File: src/rtl/memory_arbiter.sv
// Round-robin arbiter between I-cache and D-cache refill ports onto one memory
// bank, one transaction in flight, with a watchdog that aborts a hung access.
module memory_arbiter #(
   parameter int ADDR_WIDTH     = 32,
   parameter int DATA_WIDTH     = 32,
   parameter int TIMEOUT_CYCLES = 255
) (
   input  logic                    clk,
   input  logic                    rst_n,
   input  logic                    i_req,
   input  logic [ADDR_WIDTH-1:0]   i_addr,
   output logic [DATA_WIDTH-1:0]   i_rdata,
   output logic                    i_ack,
   output logic                    i_err,
   input  logic                    d_req,
   input  logic                    d_we,
   input  logic [ADDR_WIDTH-1:0]   d_addr,
   input  logic [DATA_WIDTH-1:0]   d_wdata,
   input  logic [DATA_WIDTH/8-1:0] d_wstrb,
   output logic [DATA_WIDTH-1:0]   d_rdata,
   output logic                    d_ack,
   output logic                    d_err,
   output logic                    m_req,
   output logic                    m_we,
   output logic [ADDR_WIDTH-1:0]   m_addr,
   output logic [DATA_WIDTH-1:0]   m_wdata,
   output logic [DATA_WIDTH/8-1:0] m_wstrb,
   input  logic [DATA_WIDTH-1:0]   m_rdata,
   input  logic                    m_ack,
   output logic                    grant_d,
   output logic                    busy
);

   localparam int STRB_W = DATA_WIDTH / 8;
   localparam int CNT_W  = (TIMEOUT_CYCLES > 0) ? $clog2(TIMEOUT_CYCLES + 1) : 1;
   localparam logic [CNT_W-1:0] CNT_LAST = CNT_W'(TIMEOUT_CYCLES - 1);
   localparam logic [CNT_W-1:0] CNT_MAX  = {CNT_W{1'b1}};
   localparam logic [CNT_W-1:0] CNT_ONE  = CNT_W'(1);

   typedef enum logic [1:0] {
      ST_IDLE = 2'd0,
      ST_BUS  = 2'd1,
      ST_DONE = 2'd2
   } state_t;

   state_t                  state_q, state_d;
   logic                    last_d_q, last_d_d;
   logic                    grant_d_q, grant_d_d;
   logic                    busy_q, busy_d;
   logic [CNT_W-1:0]        cnt_q, cnt_d;
   logic                    m_req_q, m_req_d;
   logic                    m_we_q, m_we_d;
   logic [ADDR_WIDTH-1:0]   m_addr_q, m_addr_d;
   logic [DATA_WIDTH-1:0]   m_wdata_q, m_wdata_d;
   logic [STRB_W-1:0]       m_wstrb_q, m_wstrb_d;
   logic [DATA_WIDTH-1:0]   i_rdata_q, i_rdata_d;
   logic [DATA_WIDTH-1:0]   d_rdata_q, d_rdata_d;
   logic                    i_ack_q, i_ack_d;
   logic                    i_err_q, i_err_d;
   logic                    d_ack_q, d_ack_d;
   logic                    d_err_q, d_err_d;
   logic                    pick_d_s;
   logic                    timeout_s;

   // D wins when it is alone, or on a tie when I was served last.
   assign pick_d_s  = d_req & (~i_req | ~last_d_q);
   assign timeout_s = (TIMEOUT_CYCLES > 0) && (cnt_q == CNT_LAST);

   // Next-state and output logic.
   always_comb begin
      state_d   = state_q;
      last_d_d  = last_d_q;
      grant_d_d = grant_d_q;
      cnt_d     = cnt_q;
      m_req_d   = m_req_q;
      m_we_d    = m_we_q;
      m_addr_d  = m_addr_q;
      m_wdata_d = m_wdata_q;
      m_wstrb_d = m_wstrb_q;
      i_rdata_d = i_rdata_q;
      d_rdata_d = d_rdata_q;
      i_ack_d   = 1'b0;
      i_err_d   = 1'b0;
      d_ack_d   = 1'b0;
      d_err_d   = 1'b0;
      case (state_q)
         ST_IDLE: begin
            if (i_req | d_req) begin
               state_d   = ST_BUS;
               grant_d_d = pick_d_s;
               m_req_d   = 1'b1;
               cnt_d     = {CNT_W{1'b0}};
               if (pick_d_s) begin
                  m_we_d    = d_we;
                  m_addr_d  = d_addr;
                  m_wdata_d = d_wdata;
                  m_wstrb_d = d_wstrb;
               end else begin
                  m_we_d    = 1'b0;
                  m_addr_d  = i_addr;
                  m_wdata_d = {DATA_WIDTH{1'b0}};
                  m_wstrb_d = {STRB_W{1'b0}};
               end
            end else begin
               state_d = ST_IDLE;
            end
         end
         ST_BUS: begin
            if (m_ack) begin
               state_d = ST_DONE;
               m_req_d = 1'b0;
               if (grant_d_q) begin
                  d_rdata_d = m_rdata;
                  d_ack_d   = 1'b1;
               end else begin
                  i_rdata_d = m_rdata;
                  i_ack_d   = 1'b1;
               end
            end else if (timeout_s) begin
               // Abort: zero data plus error alongside the ack.
               state_d = ST_DONE;
               m_req_d = 1'b0;
               cnt_d   = cnt_q + CNT_ONE;
               if (grant_d_q) begin
                  d_rdata_d = {DATA_WIDTH{1'b0}};
                  d_ack_d   = 1'b1;
                  d_err_d   = 1'b1;
               end else begin
                  i_rdata_d = {DATA_WIDTH{1'b0}};
                  i_ack_d   = 1'b1;
                  i_err_d   = 1'b1;
               end
            end else begin
               if (cnt_q != CNT_MAX) begin
                  cnt_d = cnt_q + CNT_ONE;
               end else begin
                  cnt_d = cnt_q;
               end
            end
         end
         ST_DONE: begin
            state_d  = ST_IDLE;
            last_d_d = grant_d_q;
         end
         default: begin
            state_d = ST_IDLE;
            m_req_d = 1'b0;
         end
      endcase
      busy_d = (state_d != ST_IDLE);
   end

   // State and output registers with synchronous active-low reset.
   always_ff @(posedge clk) begin
      if (!rst_n) begin
         state_q   <= ST_IDLE;
         last_d_q  <= 1'b1;
         grant_d_q <= 1'b0;
         busy_q    <= 1'b0;
         cnt_q     <= {CNT_W{1'b0}};
         m_req_q   <= 1'b0;
         m_we_q    <= 1'b0;
         m_addr_q  <= {ADDR_WIDTH{1'b0}};
         m_wdata_q <= {DATA_WIDTH{1'b0}};
         m_wstrb_q <= {STRB_W{1'b0}};
         i_rdata_q <= {DATA_WIDTH{1'b0}};
         d_rdata_q <= {DATA_WIDTH{1'b0}};
         i_ack_q   <= 1'b0;
         i_err_q   <= 1'b0;
         d_ack_q   <= 1'b0;
         d_err_q   <= 1'b0;
      end else begin
         state_q   <= state_d;
         last_d_q  <= last_d_d;
         grant_d_q <= grant_d_d;
         busy_q    <= busy_d;
         cnt_q     <= cnt_d;
         m_req_q   <= m_req_d;
         m_we_q    <= m_we_d;
         m_addr_q  <= m_addr_d;
         m_wdata_q <= m_wdata_d;
         m_wstrb_q <= m_wstrb_d;
         i_rdata_q <= i_rdata_d;
         d_rdata_q <= d_rdata_d;
         i_ack_q   <= i_ack_d;
         i_err_q   <= i_err_d;
         d_ack_q   <= d_ack_d;
         d_err_q   <= d_err_d;
      end
   end

   assign i_rdata = i_rdata_q;
   assign i_ack   = i_ack_q;
   assign i_err   = i_err_q;
   assign d_rdata = d_rdata_q;
   assign d_ack   = d_ack_q;
   assign d_err   = d_err_q;
   assign m_req   = m_req_q;
   assign m_we    = m_we_q;
   assign m_addr  = m_addr_q;
   assign m_wdata = m_wdata_q;
   assign m_wstrb = m_wstrb_q;
   assign grant_d = grant_d_q;
   assign busy    = busy_q;

endmodule
File: config.mk
export PLATFORM = sky130hd
export DESIGN_NAME = memory_arbiter
export DESIGN_NICKNAME = d
export VERILOG_FILES = /design/src/rtl/memory_arbiter.sv
export SDC_FILE = /design/constraint.sdc
export NUM_CORES = 1
export LEC_CHECK = 0
export BUFFER_PORTS_ARGS = -buffer_cell sky130_fd_sc_hd__buf_4
export CORE_MARGIN = 2
export CORE_UTILIZATION = 41
export DETAILED_ROUTE_END_ITERATION = 7
export PLACE_DENSITY = 0.7
export SYNTH_ARGS = -nofsm -noshare
export SYNTH_HDL_FRONTEND = slang
export SYNTH_SLANG_ARGS = --single-unit
export TNS_END_PERCENT = 10
File: constraint.sdc
create_clock -name clk -period 1.7 [get_ports clk]
set_clock_uncertainty 0.15 [all_clocks]
set_input_delay 0.255 -clock clk [delete_from_list [all_inputs] [get_ports clk]]
set_output_delay 0.255 -clock clk [all_outputs]
set_load 0.005 [all_outputs]
* Yosys cells after proc, flatten, opt, wreduce, memory -nomap -nowiden *
Cells that the tools add are included.

word-level totals
  input bits = 138
  bits in latches = 0
  ROM bits = 0
  flip-flop bits (word level) = 151
  output and inout bits = 140
  word-level logic and storage cells = 76
  memories kept = 0
  RAM bits = 0

cells by class
  equality and inequality tests = 8
  div/mod/pow operators = 0
  multiply operators = 0
  order comparisons = 0
  reduce and logical (&&, ||, !) cells = 11
  add/subtract/negate cells = 1
  shift-type cells = 0
  multiplexer cells = 31
  bitwise logic cells = 9

operators with widths
  cell                                                 number
  2-to-1 mux 32 bit                                    10
  2-to-1 mux 8 bit                                     4
  one-hot mux 8 bit (2 select lines)                   1
  2-to-1 mux 1 bit                                     11
  AND reduction 3 bit                                  3
  adder 8 x 1 -> 8 bit, second input constant          1
  equality test 8 bit, second input constant           1
  inequality test 8 bit, second input constant         1
  inequality test 3 bit, second input constant         2
  NOT 1 bit                                            6
  nonzero test 2 bit                                   3
  2-to-1 mux 2 bit                                     2
  2-to-1 mux 4 bit                                     1
  inequality test 2 bit, second input constant         2
  one-hot mux 2 bit (2 select lines)                   1
  AND reduction 2 bit                                  2
  AND reduction 4 bit                                  1
  one-hot mux 1 bit (3 select lines)                   1
  OR reduction 3 bit                                   1
  equality test 2 x 1 -> 1 bit, second input constant  1
  equality test 2 bit, second input constant           1
  zero test 2 bit                                      1
  bitwise OR 1 bit                                     2
  bitwise AND 1 bit                                    1

* Logic depth before layout (Yosys ltp) *
Gate-level depths: netlist (run 1).

  depth after elaboration = 5
  mapped depth = 8
  gate-level depth less buffers = 6

* Worst setup path after synthesis (run 1) *
Ideal clock, no wire load.

  path type = flip-flop to flip-flop
  start point = register cnt_q[0]
  end point = register i_rdata_q[23] (netlist: i_rdata[23])
  clock period less this slack = 1.650 ns
  library setup time = 0.118 ns
  required time = 1.432 ns
  path slack = 0.050 ns
  cell stages (with the launch flop) = 9
  data arrival time = 1.382 ns
  path buffers = 2
  path through = dfxtp_1 -> inv_1 -> ha_1 -> inv_1 -> o31a_1 -> buf_6 -> buf_6 -> o21ai_1 -> a21boi_1

on the way
  word-level cells in the longest chain between the ends = 3

ends and longest elaborated chain
  what                           RTL line  RTL
  start, declared                50        logic [CNT_W-1:0] cnt_q, cnt_d;
  start signal, assigned         160       cnt_q <= {CNT_W{1'b0}};
  start signal, assigned         177       cnt_q <= cnt_d;
  equality test 8 bit            67        assign timeout_s = (TIMEOUT_CYCLES > 0) && (cnt_q == CNT_LAST);
  nonzero test 2 bit (no line)   -
  AND reduction 3 bit (no line)  -
  end signal, assigned           166       i_rdata_q <= {DATA_WIDTH{1'b0}};
  end signal, assigned           183       i_rdata_q <= i_rdata_d;
  end, declared                  56        logic [DATA_WIDTH-1:0] i_rdata_q, i_rdata_d;

Every way passes these cells.
A chain may end at the register's enable or synchronous reset.

* Worst setup path after layout (run 1) *
  start point = register cnt_q[0]
  end point = register cnt_q[7]

on the way
  word-level cells in the longest chain between the ends = 5
  elaborated cells on any way between the ends = 9
  those cells by class = add/sub (1); eq/ne (3); mux (4); reduce/logical (1)

ends and longest elaborated chain
  what                                RTL line  RTL
  adder 8 x 1 -> 8 bit                123, 135
  2-to-1 mux 8 bit                    134       if (cnt_q != CNT_MAX) begin
  2-to-1 mux 8 bit                    119       end else if (timeout_s) begin
  2-to-1 mux 8 bit                    109       if (m_ack) begin
  one-hot mux 8 bit (2 select lines)  86        case (state_q)

Parallel ways exist; a longest one is shown, timed or not. The select of a mux whose other input is x is not followed.

==> results.md, run 1 <==
| Stage | Quantity | Reported |
|:---|:---|:---|
| die | Initial Util | 0.421 |
| global routing | M2 GR Usage | 0.429 |
| placement | Post-placement setup slack | -131 ps |
| global routing | Number of antenna violations at the first check in global routing | 0 |
| die | Chip Height | 127 um |
| placement | Routability Congestion | 0.827 |
| finish | Count of antenna diodes in the layout | 0 |
| global routing | Met3 Use GR | 0.0658 |
| timing | Minimum clock period | 1720 ps |
| setup path | Class of the most critical setup path | reg2reg |
| finish | Multi-input combinational cell area | 0.00295 mm2 |
| finish | Area added between synthesis and finish | 61.2% |
| routing | Iteration-0 DRC Markers | 344 |
| timing | Setup ws final | -19.0 ps |
| placement | Number of input and output port buffers inserted | 277 |
| timing | Hold Vio Cnt, Final | 0 |
| setup path | CP top delay family | compound AO/OA/AOI/OAI gates |
| clocking | Clock-pin transition on the worst setup and hold timing paths | 60 ps |
| timing | Final worst-path cycle share | 1.01 |
| setup path | Setup slack on the worst flop-to-flop path | -20 ps |
| routing | Drt wl/cell | 16.8 um |
| timing | Count of pins over their slew limit | 0 |
| finish | Total area of sequential cells | 0.00303 mm2 |
| logic synthesis | Yosys Warn Count | 0 |
| power | Peak ir drop on the vdd network | 0.660 mV |
| timing | Fin Setup TNS | -19.2 ps |
| outcome | Outcome | finished with violations |
| global routing | Vias in the first global route | 6198 |
| clocking | Number of buffers on the longest clock path | 2 |
| setup path | Critical path endpoint category | flop |
| placement | Half-perimeter wire length after placement | 13.2 mm |
| logic synthesis | Post-synthesis sequential area ratio | 0.490 |
| die | Placeable core area | 0.0146 mm2 |
| global routing | Wire length of the first global-routing pass | 31.2 mm |
| routing | Total number of vias | 6209 |
| setup path | Worst-case reg-to-reg path depth | 6 |
| finish | Fraction of layout cells with a size suffix above 1 | 0.361 |
| die | Number of placed I/O pins | 278 |
| routing | Total wire length | 19.9 mm |
| hold path | Hold Crit Class | in2reg |
| clocking | Number of sinks driven by the clock tree | 151 |
| job | # Max-Cap Violations | 0 |
| logic synthesis | Post-synth cell types | 39 |
| setup path | Terminus of the critical flop-to-flop path | cnt_q[7] |
| hold path | Instance count along the most critical hold path | 3 |
| placement | Post-Place Cell Area | 0.00855 mm2 |
| clocking | Clock insertion delay at the later pin of the skew report | 420 ps |
| clocking | H-Tree Level Count | 4 |
| setup path | Biggest cell delay along the critical path | 360 ps |
| logic synthesis | Flops & latches, synth | 151 |
| global routing | Total congestion overflow after global routing | 0 |
| timing | Rel. slew slack | 0.722 |
| timing | Worst Max-Slew Pin Slew | 417 ps |
| setup path | Worst EP required | 1860 ps |
| global routing | Layer carrying the most global-route usage | met2 |
| logic synthesis | Number of flops mapped to enable cells by yosys | 0 |
| logic synthesis | Net count after synthesis | 792 |
| routing | Residual DRC | 0 |
| logic synthesis | Cells after Synth | 652 |
| finish | Layout Nets | 1126 |
| outcome | Failing checks | negative setup slack |
| logic synthesis | Synth Area per Inst | 9.46 um2 |
| power | Total power after layout | 9.16 mW |
| logic synthesis | Fraction of registers with async set/reset | 0 |
| routing | Router iterations before antenna repair | 5 |
| routing | Routed Antenna Nets | 0 |
| setup path | Kind of start point of the critical path | flop |
| die | Die W | 127 um |
| logic synthesis | Predominant post-synthesis flop cell | dfxtp_1 |
| timing | Upper clock frequency limit | 0.582 GHz |
| clocking | Clk Tree Root Cell | clkbuf_16 |
| timing | Final setup violation count | 2 |
| setup path | Cell with the largest stage delay on the worst path | dfxtp_2 |
| routing | Vias per cell | 5.25 |
| setup path | Worst-path fanout max | 3 |
| hold path | Min-delay src | rst_n |
| timing | RSZ-0062 raised after global routing | true |
| clocking | TritonCTS buffer count | 17 |
| timing | Tightest hold margin | 25.3 ps |
| setup path | Startpoint of the worst register-to-register path | cnt_q[0] |
| power | Power density over the cells | 921 mW/mm2 |
| global routing | GR Util met1 | 0.278 |
| die | Die area | 0.0160 mm2 |
| clocking | CTS tree | done |
| setup path | Crit-path cells | inv_2, ha_4, nand4b_1, buf_4, o21a_1, a221o_1 |
| setup path | WP buf/inv | 2 |
| hold path | Worst Hold Endpoint | m_req |
| setup path | Arr. time, crit path | 1880 ps |
| power | Leakage power of the design | 4.47 nW |
| finish | Final standard cell area without fillers | 0.00995 mm2 |
| global routing | All-Layer GR Usage | 0.240 |
| die | Core Rows | 44 |
| finish | Fill cells | 1110 |
| global routing | Pin count of the biggest net entering global routing | 110 |
| logic synthesis | Post-Synthesis Cell Area | 0.00617 mm2 |
-- flip-flops by register name, indices dropped and copies added, names as in the netlist --
signal / flops
d_err: 1
m_wstrb: 4
state_q: 2
m_addr: 32
last_d_q: 1
i_rdata: 32
i_ack: 1
d_rdata: 32
d_ack: 1
cnt_q: 8
m_we: 1
busy: 1
i_err: 1
grant_d: 1
m_req: 1
m_wdata: 32
-- per-layer routing --
| layer | vias up | share of wire |
|---|---|---|
| li1 | 3005 | - |
| met1 | 2896 | 0.41 |
| met2 | 271 | 0.51 |
| met3 | 37 | 0.065 |
| met4 | 0 | 0.020 |
| met5 | - | 0 |
-- power breakdown --
group / total [mW] / internal (mW) / switching (mW)
registers: 3.87 / 3.74 / 0.123
clock network: 3.67 / 2.20 / 1.46
logic: 1.63 / 0.899 / 0.728
-- synth_stat cells, types with 5 or more instances --
library cell	number	area (um2)
clkbuf_1	44	165
o21ai_0	51	255
nor2b_1	39	244
nand2_1	38	143
nor2_1	8	30.0
o21ai_1	20	100
a22oi_1	37	278
a21oi_1	5	25.0
o211a_1	32	320
dfxtp_1	151	3020
buf_2	12	60.1
a21boi_1	24	180
mux2i_1	35	350
nand3_1	68	340
a21boi_0	44	330
-- worst max path at each step --
| stage | start | end | cells past startpoint |
|---|---|---|---|
| after floorplan | cnt_q[0] | i_rdata[23] | 8 |
| after CTS | cnt_q[0] | cnt_q[7] | 6 |
| after global routing | cnt_q[0] | cnt_q[7] | 6 |
| final | cnt_q[0] | cnt_q[7] | 6 |
| after global placement | cnt_q[0] | cnt_q[7] | 6 |
| after detailed placement | cnt_q[0] | cnt_q[5] | 7 |
-- repair_timing --
item,4_1_cts,5_1_grt
endpoints found under the setup margin,73,79
pin swaps,2,2
setup buffers,2,1
cloned,0,1
hold buffers,69,0
endpoints found under the hold margin,95,0
resized for setup,22,20
-- layout make-up --
| cell class | count | area share |
|---|---|---|
| tap | 184 | 0.0231 |
| clock buffer | 21 | 0.0453 |
| timing repair buffer | 378 | 0.316 |
| inverter | 3 | 0.00113 |
| multi-input combinational | 435 | 0.297 |
| sequential | 151 | 0.304 |
| clock inverter | 11 | 0.0127 |
-- stage by stage --
step	utilization	std cells
after detailed placement	0.584	1078
final	0.679	1183
after CTS	0.675	1181
after global placement	0.584	1078
after global routing	0.679	1183
after floorplan	-	652
-- layout by cell type (no fill, tap or decap), drive strengths merged, types with 5 or more instances in the layout --
master	instances
nor2b	39
buf	308
nand3	68
nand2	38
a21boi	68
a21oi	5
dlygate4sd3	69
clkbuf	22
mux2i	35
o21ai	71
a22oi	37
nor2	8
dfxtp	151
o211a	32
clkinv	8
-- worst register-to-register path: stages, from the launching register on --
cell,delay [ps]
dfxtp_2,360
inv_2,60
ha_4,160
nand4b_1,230
buf_4,180
o21a_1,190
a221o_1,280
-- cell families (layout without fill, tap and decap cells) --
group,Yosys count,count (layout),synth area share
muxes,35,35,0.0568
buffers and inverters,66,413,0.0462
and+or+nand+nor,175,175,0.149
adders and majority gates,2,2,0.00405
AOI/OAI and AO/OA,223,223,0.254
DFF,151,151,0.490
Note: power is estimated with default switching activity, not from simulation.
==> inputs of run 2 (changes only) <==
CAP_MARGIN = 0   (was unset)
CELL_PAD_IN_SITES_DETAIL_PLACEMENT = 1   (was unset)
CELL_PAD_IN_SITES_GLOBAL_PLACEMENT = 2   (was unset)
CORE_ASPECT_RATIO = 1.4   (was unset)
CORE_UTILIZATION = 24   (was 41)
PLACE_DENSITY = 0.72   (was 0.7)
==> run 2 against run 1 <==
Against the previous run:
- the flow still finishes with violations (negative setup slack)
- worst hold slack better by 1.3 ps
- final cell count up 12%
- first-iteration DRC count down 46%
- total power up 4.3%
- sequential power about the same
- largest power group is now the clock network
- largest cell class unchanged
- non-clock buffer count up 3
- die area up 68%
- global-route usage down 7.3 points
- highest routed layer unchanged
- critical path depth up 1
- flip-flop and latch count unchanged
==> results.md, run 2 (synthesized netlist as in run 1, its figures left out) <==
| Stage | Quantity | Reported | Delta |
|:---|:---|:---|:---|
| clocking | CTS tree | done |  |
| routing | Vias per cell | 4.71 | -10% |
| setup path | Cell with the largest stage delay on the worst path | dfxtp_2 |  |
| power | Power share of the combinational group | 0.176 | -0.002 |
| hold path | Hold Crit Class | in2reg |  |
| power | Leakage power of the design | 4.52 nW | +1.1% |
| setup path | Kind of start point of the critical path | flop |  |
| clocking | TritonCTS buffer count | 17 | unchanged |
| power | Total power after layout | 9.55 mW | +4.3% |
| setup path | Class of the most critical setup path | reg2reg |  |
| placement | Routability Congestion | 0.722 | -13% |
| setup path | Crit-path cells | buf_4, ha_2, buf_4, and3_4, nand3_1, and3_1, a211o_1 |  |
| timing | Final setup violation count | 1 | -1 |
| clocking | Clk Tree Root Cell | clkbuf_16 |  |
| clocking | Clock insertion delay at the later pin of the skew report | 420 ps | about the same |
| outcome | Outcome | finished with violations |  |
| setup path | Worst-path fanout max | 3 | unchanged |
| hold path | Min-delay src | i_addr[1] |  |
| routing | Router iterations before antenna repair | 4 | -1 |
| power | Power density over the cells | 936 mW/mm2 | +1.7% |
| hold path | Instance count along the most critical hold path | 4 | +1 |
| power | Clk pwr share | 0.420 | +0.020 |
| placement | Half-perimeter wire length after placement | 15.0 mm | +14% |
| routing | Total wire length | 22.8 mm | +15% |
| setup path | Biggest cell delay along the critical path | 340 ps | -20 ps |
| clocking | Clock-pin transition on the worst setup and hold timing paths | 70 ps | about the same |
| timing | Final worst-path cycle share | 1.00 | -0.00965 |
| job | # Max-Cap Violations | 0 | unchanged |
| global routing | All-Layer GR Usage | 0.167 | -0.0731 |
| setup path | Arr. time, crit path | 1860 ps | -20 ps |
| global routing | Total congestion overflow after global routing | 0 | unchanged |
| timing | Hold Vio Cnt, Final | 0 | unchanged |
| setup path | Worst EP required | 1860 ps | about the same |
| timing | RSZ-0062 raised after global routing | true |  |
| routing | Iteration-0 DRC Markers | 187 | -46% |
| setup path | Worst-case reg-to-reg path depth | 7 | +1 |
| die | Placeable core area | 0.0253 mm2 | +73% |
| die | Die area | 0.0270 mm2 | +68% |
| power | Internal power | 7.06 mW | +3.1% |
| setup path | Most repeated library cell on the critical path | buf_4 |  |
| routing | Residual DRC | 0 | unchanged |
| setup path | Crit path from | cnt_q[0] |  |
| setup path | Setup slack on the worst flop-to-flop path | -3 ps | +20 ps |
| routing | Total number of vias | 6221 | +0.19% |
| finish | Layout Nets | 1129 | +0.27% |
| setup path | Critical path endpoint category | flop |  |
| power | Switching share of power | 0.261 | +0.00828 |
| clocking | Number of buffers on the longest clock path | 2 | unchanged |
| die | Die W | 140 um | +10% |
| timing | Upper clock frequency limit | 0.587 GHz | +0.96% |
| finish | Area added between synthesis and finish | 65.3% |  |
| outcome | Failing checks | negative setup slack |  |
| timing | Rel. slew slack | 0.544 | -0.177 |
| setup path | WP buf/inv | 2 | unchanged |
| clocking | H-Tree Level Count | 4 | unchanged |
| global routing | Wire length of the first global-routing pass | 36.4 mm | +17% |
| timing | Worst Max-Slew Pin Slew | 684 ps | +266 ps |
| clocking | Number of sinks driven by the clock tree | 151 | unchanged |
| global routing | Vias in the first global route | 6700 | +8.1% |
| finish | Fill cells | 2855 | +160% |
| routing | Drt wl/cell | 17.3 um | +2.6% |
| power | Peak ir drop on the vdd network | 0.667 mV | +1.1% |
| die | Number of placed I/O pins | 278 | unchanged |
| setup path | Startpoint of the worst register-to-register path | cnt_q[0] |  |
| timing | Fin Setup TNS | -2.62 ps | +16.6 ps |
| power | Share of total power in sequential cells | 0.403 | -0.019 |
| setup path | Terminus of the critical flop-to-flop path | cnt_q[6] |  |
| hold path | Worst Hold Endpoint | m_addr[1] |  |
| die | Chip Height | 194 um | +53% |
| routing | Routed Antenna Nets | 0 | unchanged |
| die | Core Rows | 69 | +57% |
| timing | Setup ws final | -2.62 ps | +16.4 ps |
| global routing | Pin count of the biggest net entering global routing | 94 | -15% |
| finish | Most common cell after layout, fill and taps aside | buf_4 |  |
| finish | Fraction of layout cells with a size suffix above 1 | 0.365 | +0.00391 |
| setup path | CP top delay family | simple AND/OR/NAND/NOR gates |  |
| timing | Minimum clock period | 1700 ps | -16.4 ps |
| timing | Count of pins over their slew limit | 0 | unchanged |
| placement | Number of input and output port buffers inserted | 277 | unchanged |
| global routing | Number of antenna violations at the first check in global routing | 0 | unchanged |
| finish | Count of antenna diodes in the layout | 0 | unchanged |
| die | Initial Util | 0.244 | -0.177 |
| power | Switching power | 2.49 mW | +7.7% |
| finish | Most frequent cells in the layout | buf_4 (298), dfxtp_1 (146), dlygate4sd3_1 (69) |  |
run 2: routing by layer:
| layer | share of wire | track usage | vias up |
|---|---|---|---|
| met5 | 0 | 0 | - |
| met4 | 0.020 | 0.0520 | 0 |
| met3 | 0.057 | 0.0459 | 23 |
| met2 | 0.51 | 0.298 | 201 |
| met1 | 0.41 | 0.194 | 2981 |
| li1 | - | - | 3016 |
run 2: timing repair:
action | 4_1_cts | 5_1_grt
hold buffers | 69 | 0
cloned | 1 | 0
hold endpoints to repair | 101 | 0
gates resized for setup | 19 | 42
buffers inserted | 1 | 0
pin swaps | 5 | 3
endpoints found under the setup margin | 95 | 65
run 2: power groups by stage:
stage               registers (mW)  logic, mW  clock network (mW)
finish                        3.85       1.68                4.02
global route                  3.88       1.84                4.31
CTS                           3.85       1.70                4.18
detailed placement            3.93       1.53                   0
global placement              3.92       1.53                   0
floorplan                     3.93      0.636                   0
run 2: how the worst max path moves through the flow:
| stage | to | slack, ps | cells past startpoint |
|---|---|---|---|
| floorplan | i_rdata[23] | 50 | 8 |
| global placement | cnt_q[5] | -80 | 7 |
| detailed placement | d_rdata[22] | -140 | 6 |
| CTS | cnt_q[6] | -5 | 7 |
| global route | cnt_q[6] | -90 | 7 |
| finish | cnt_q[6] | -3 | 7 |
run 2: cell type report:
cell class | count | area [um2] | area share
flip-flops and latches | 151 | 3030 | 0.297
repair buffers | 381 | 3190 | 0.313
inverters | 3 | 11.3 | 0.00110
well taps | 319 | 399 | 0.0391
clock buffers | 19 | 453 | 0.0444
multi-input cells | 435 | 2940 | 0.289
clock inverters | 13 | 170 | 0.0167
run 2: tightest hold or removal path: stages:
cell and delay [ps]:
buf_4 80, mux2i_1 50, nand2_1 60, o211a_1 130
run 2: through the flow:
stage                     instances  setup slack [ps]  area, um2  hold WS [ps]   util
after floorplan                 652              50.4       6170           268      -
after global placement         1218             -79.3       8780           315  0.347
after detailed placement       1218              -139       8780           324  0.347
after CTS                      1321             -5.15      10200          3.10  0.402
after global routing           1321             -86.8      10200          22.3  0.403
final                          1321             -2.62      10200          26.6  0.403
==> inputs of run 3 (changes only) <==
RECOVER_POWER = 50   (was unset)
==> run 3 against run 2 <==
Against the previous run:
- the flow still finishes with violations (negative setup slack)
- flip-flop and latch count did not move
- die area did not move
- final area fell by 1.6%
- total power fell by 0.63%
- sequential power barely moved
- non-clock buffer count did not move
- critical endpoint unchanged
==> results.md, run 3 (synthesized netlist as in run 1, its figures left out) <==
| Stage | Quantity | Reported | Delta |
|:---|:---|:---|:---|
| clocking | Number of sinks driven by the clock tree | 151 | unchanged |
| power | Power share of the combinational group | 0.171 | -0.005 |
| power | Switching share of power | 0.263 | +0.00181 |
| global routing | M2 GR Usage | 0.298 | unchanged |
| power | Clk pwr share | 0.424 | +0.004 |
| finish | Most frequent cells in the layout | buf_4 (191), dfxtp_1 (146), dlygate4sd3_1 (69) |  |
| placement | Routability Congestion | 0.722 | unchanged |
| timing | Hold Vio Cnt, Final | 0 | unchanged |
| timing | Rel. slew slack | 0.546 | +0.00129 |
| timing | RSZ-0062 raised after global routing | true |  |
| die | Die W | 140 um | unchanged |
| clocking | Clock-pin transition on the worst setup and hold timing paths | 70 ps | about the same |
| finish | Layout Nets | 1129 | unchanged |
| finish | Final standard cell area without fillers | 0.0100 mm2 | -1.6% |
| die | Core Rows | 69 | unchanged |
| finish | Fraction of layout cells with a size suffix above 1 | 0.321 | -0.0439 |
| clocking | H-Tree Level Count | 4 | unchanged |
| setup path | Critical path endpoint category | flop |  |
| routing | Total number of vias | 6218 | -0.048% |
| routing | Router iterations before antenna repair | 4 | unchanged |
| die | Initial Util | 0.244 | unchanged |
| timing | Final worst-path cycle share | 1.00 | about the same |
| timing | Final setup violation count | 1 | unchanged |
| routing | Drt wl/cell | 17.2 um | -0.35% |
| clocking | Clk Tree Root Cell | clkbuf_16 |  |
| finish | Area added between synthesis and finish | 62.6% |  |
| timing | Upper clock frequency limit | 0.587 GHz | about the same |
| placement | Number of input and output port buffers inserted | 277 | unchanged |
| routing | Vias per cell | 4.71 | about the same |
| power | Power density over the cells | 946 mW/mm2 | +1.0% |
| placement | Half-perimeter wire length after placement | 15.0 mm | unchanged |
| die | Placeable core area | 0.0253 mm2 | unchanged |
| global routing | All-Layer GR Usage | 0.167 | unchanged |
| global routing | GR Util met1 | 0.194 | unchanged |
| hold path | Hold Crit Class | in2reg |  |
| timing | Minimum clock period | 1700 ps | +0.208 ps |
| die | Die area | 0.0270 mm2 | unchanged |
| global routing | Wire length of the first global-routing pass | 36.4 mm | unchanged |
| global routing | Total congestion overflow after global routing | 0 | unchanged |
| finish | Fill cells | 2881 | +0.91% |
| clocking | Number of buffers on the longest clock path | 2 | unchanged |
| power | Peak ir drop on the vdd network | 0.672 mV | +0.63% |
| timing | Worst Max-Slew Pin Slew | 682 ps | -1.94 ps |
| global routing | Met3 Use GR | 0.0459 | unchanged |
| setup path | Arr. time, crit path | 1860 ps | about the same |
| routing | Iteration-0 DRC Markers | 190 | +1.6% |
| timing | Setup ws final | -2.82 ps | -0.208 ps |
| routing | Routed Antenna Nets | 0 | unchanged |
| power | Total power after layout | 9.49 mW | -0.63% |
| clocking | Clock insertion delay at the later pin of the skew report | 420 ps | about the same |
| global routing | Pin count of the biggest net entering global routing | 94 | unchanged |
| power | Leakage power of the design | 4.31 nW | -4.8% |
| power | Internal power | 7.00 mW | -0.87% |
| finish | Count of antenna diodes in the layout | 0 | unchanged |
| job | # Max-Cap Violations | 0 | unchanged |
| routing | Total wire length | 22.7 mm | -0.35% |
| power | Share of total power in sequential cells | 0.405 | +0.002 |
| setup path | Class of the most critical setup path | reg2reg |  |
| finish | Utilization after layout | 0.397 | -0.00653 |
| global routing | Layer carrying the most global-route usage | met2 |  |
| placement | # placed instances | 1218 | unchanged |
| setup path | Worst-path fanout max | 3 | unchanged |
| global routing | Number of antenna violations at the first check in global routing | 0 | unchanged |
| outcome | Failing checks | negative setup slack |  |
| die | Chip Height | 194 um | unchanged |
| setup path | Kind of start point of the critical path | flop |  |
| outcome | Outcome | finished with violations |  |
| die | Number of placed I/O pins | 278 | unchanged |
| global routing | Vias in the first global route | 6700 | unchanged |
| timing | Count of pins over their slew limit | 0 | unchanged |
| clocking | CTS tree | done |  |
| placement | Post-placement setup slack | -139 ps | unchanged |
| finish | Number of standard cells in the layout, taps in and fillers out | 1321 | unchanged |
| placement | Post-Place Cell Area | 0.00878 mm2 | unchanged |
| setup path | Worst EP required | 1860 ps | about the same |
| power | Switching power | 2.49 mW | about the same |
| finish | Most common cell after layout, fill and taps aside | buf_4 |  |
| routing | Residual DRC | 0 | unchanged |
| clocking | TritonCTS buffer count | 17 | unchanged |
[run 3: cell count changes in the layout (fill, tap and decap cells not counted), sizes merged]
cell,delta
buf,-107
clkbuf,+107
[run 3: cell type report]
cell class / instances / area, um2 / share of cell area
inverter: 3 / 11.3 / 0.00112
sequential: 151 / 3030 / 0.302
timing repair buffer: 381 / 3030 / 0.302
multi-input combinational: 435 / 2940 / 0.293
tap: 319 / 399 / 0.0398
clock buffer: 19 / 453 / 0.0451
clock inverter: 13 / 170 / 0.0170
[run 3: power groups by stage]
stage	Clock [mW]	Sequential [mW]	Combinational (mW)
floorplan	0	3.93	0.636
global placement	0	3.92	1.53
detailed placement	0	3.93	1.53
CTS	4.18	3.85	1.70
global route	4.31	3.87	1.78
finish	4.02	3.85	1.62
[run 3: final timing paths]
path	start	end	slack, ps	cells past startpoint
setup / recovery	cnt_q[0]	cnt_q[6]	-3	7
hold / removal	i_addr[1]	m_addr[1]	20	4
setup reg to reg	cnt_q[0]	cnt_q[6]	-3	7
hold reg to reg	i_rdata[7]	i_rdata[7]	330	2
[run 3: worst max-delay path, cell delays in order, from the launching register on]
cell     delay [ps]
dfxtp_2         340
buf_4           110
ha_2            170
buf_4           120
and3_4          190
nand3_1          90
and3_1          190
a211o_1         250
[run 3: metrics by stage]
step | TNS, ps | hold WS (ps)
after floorplan | 0 | 268
after global placement | -1610 | 315
after detailed placement | -5360 | 324
after CTS | -5.15 | 3.10
after global routing | -3190 | 22.3
final | -2.82 | 23.7
[run 3: per-layer routing]
metal	vias up	routed length, um
met1	2977	9340
li1	3017	-
met4	0	458
met5	-	0
met3	23	1310
met2	201	11600
[run 3: timing repair]
| item | in CTS | in global routing |
|---|---|---|
| gates resized for setup | 19 | 42 |
| hold endpoints to repair | 101 | 0 |
| buffers inserted | 1 | 0 |
| pin swaps | 5 | 3 |
| setup endpoints to repair | 95 | 65 |
| gates cloned | 1 | 0 |
| hold buffers | 69 | 0 |
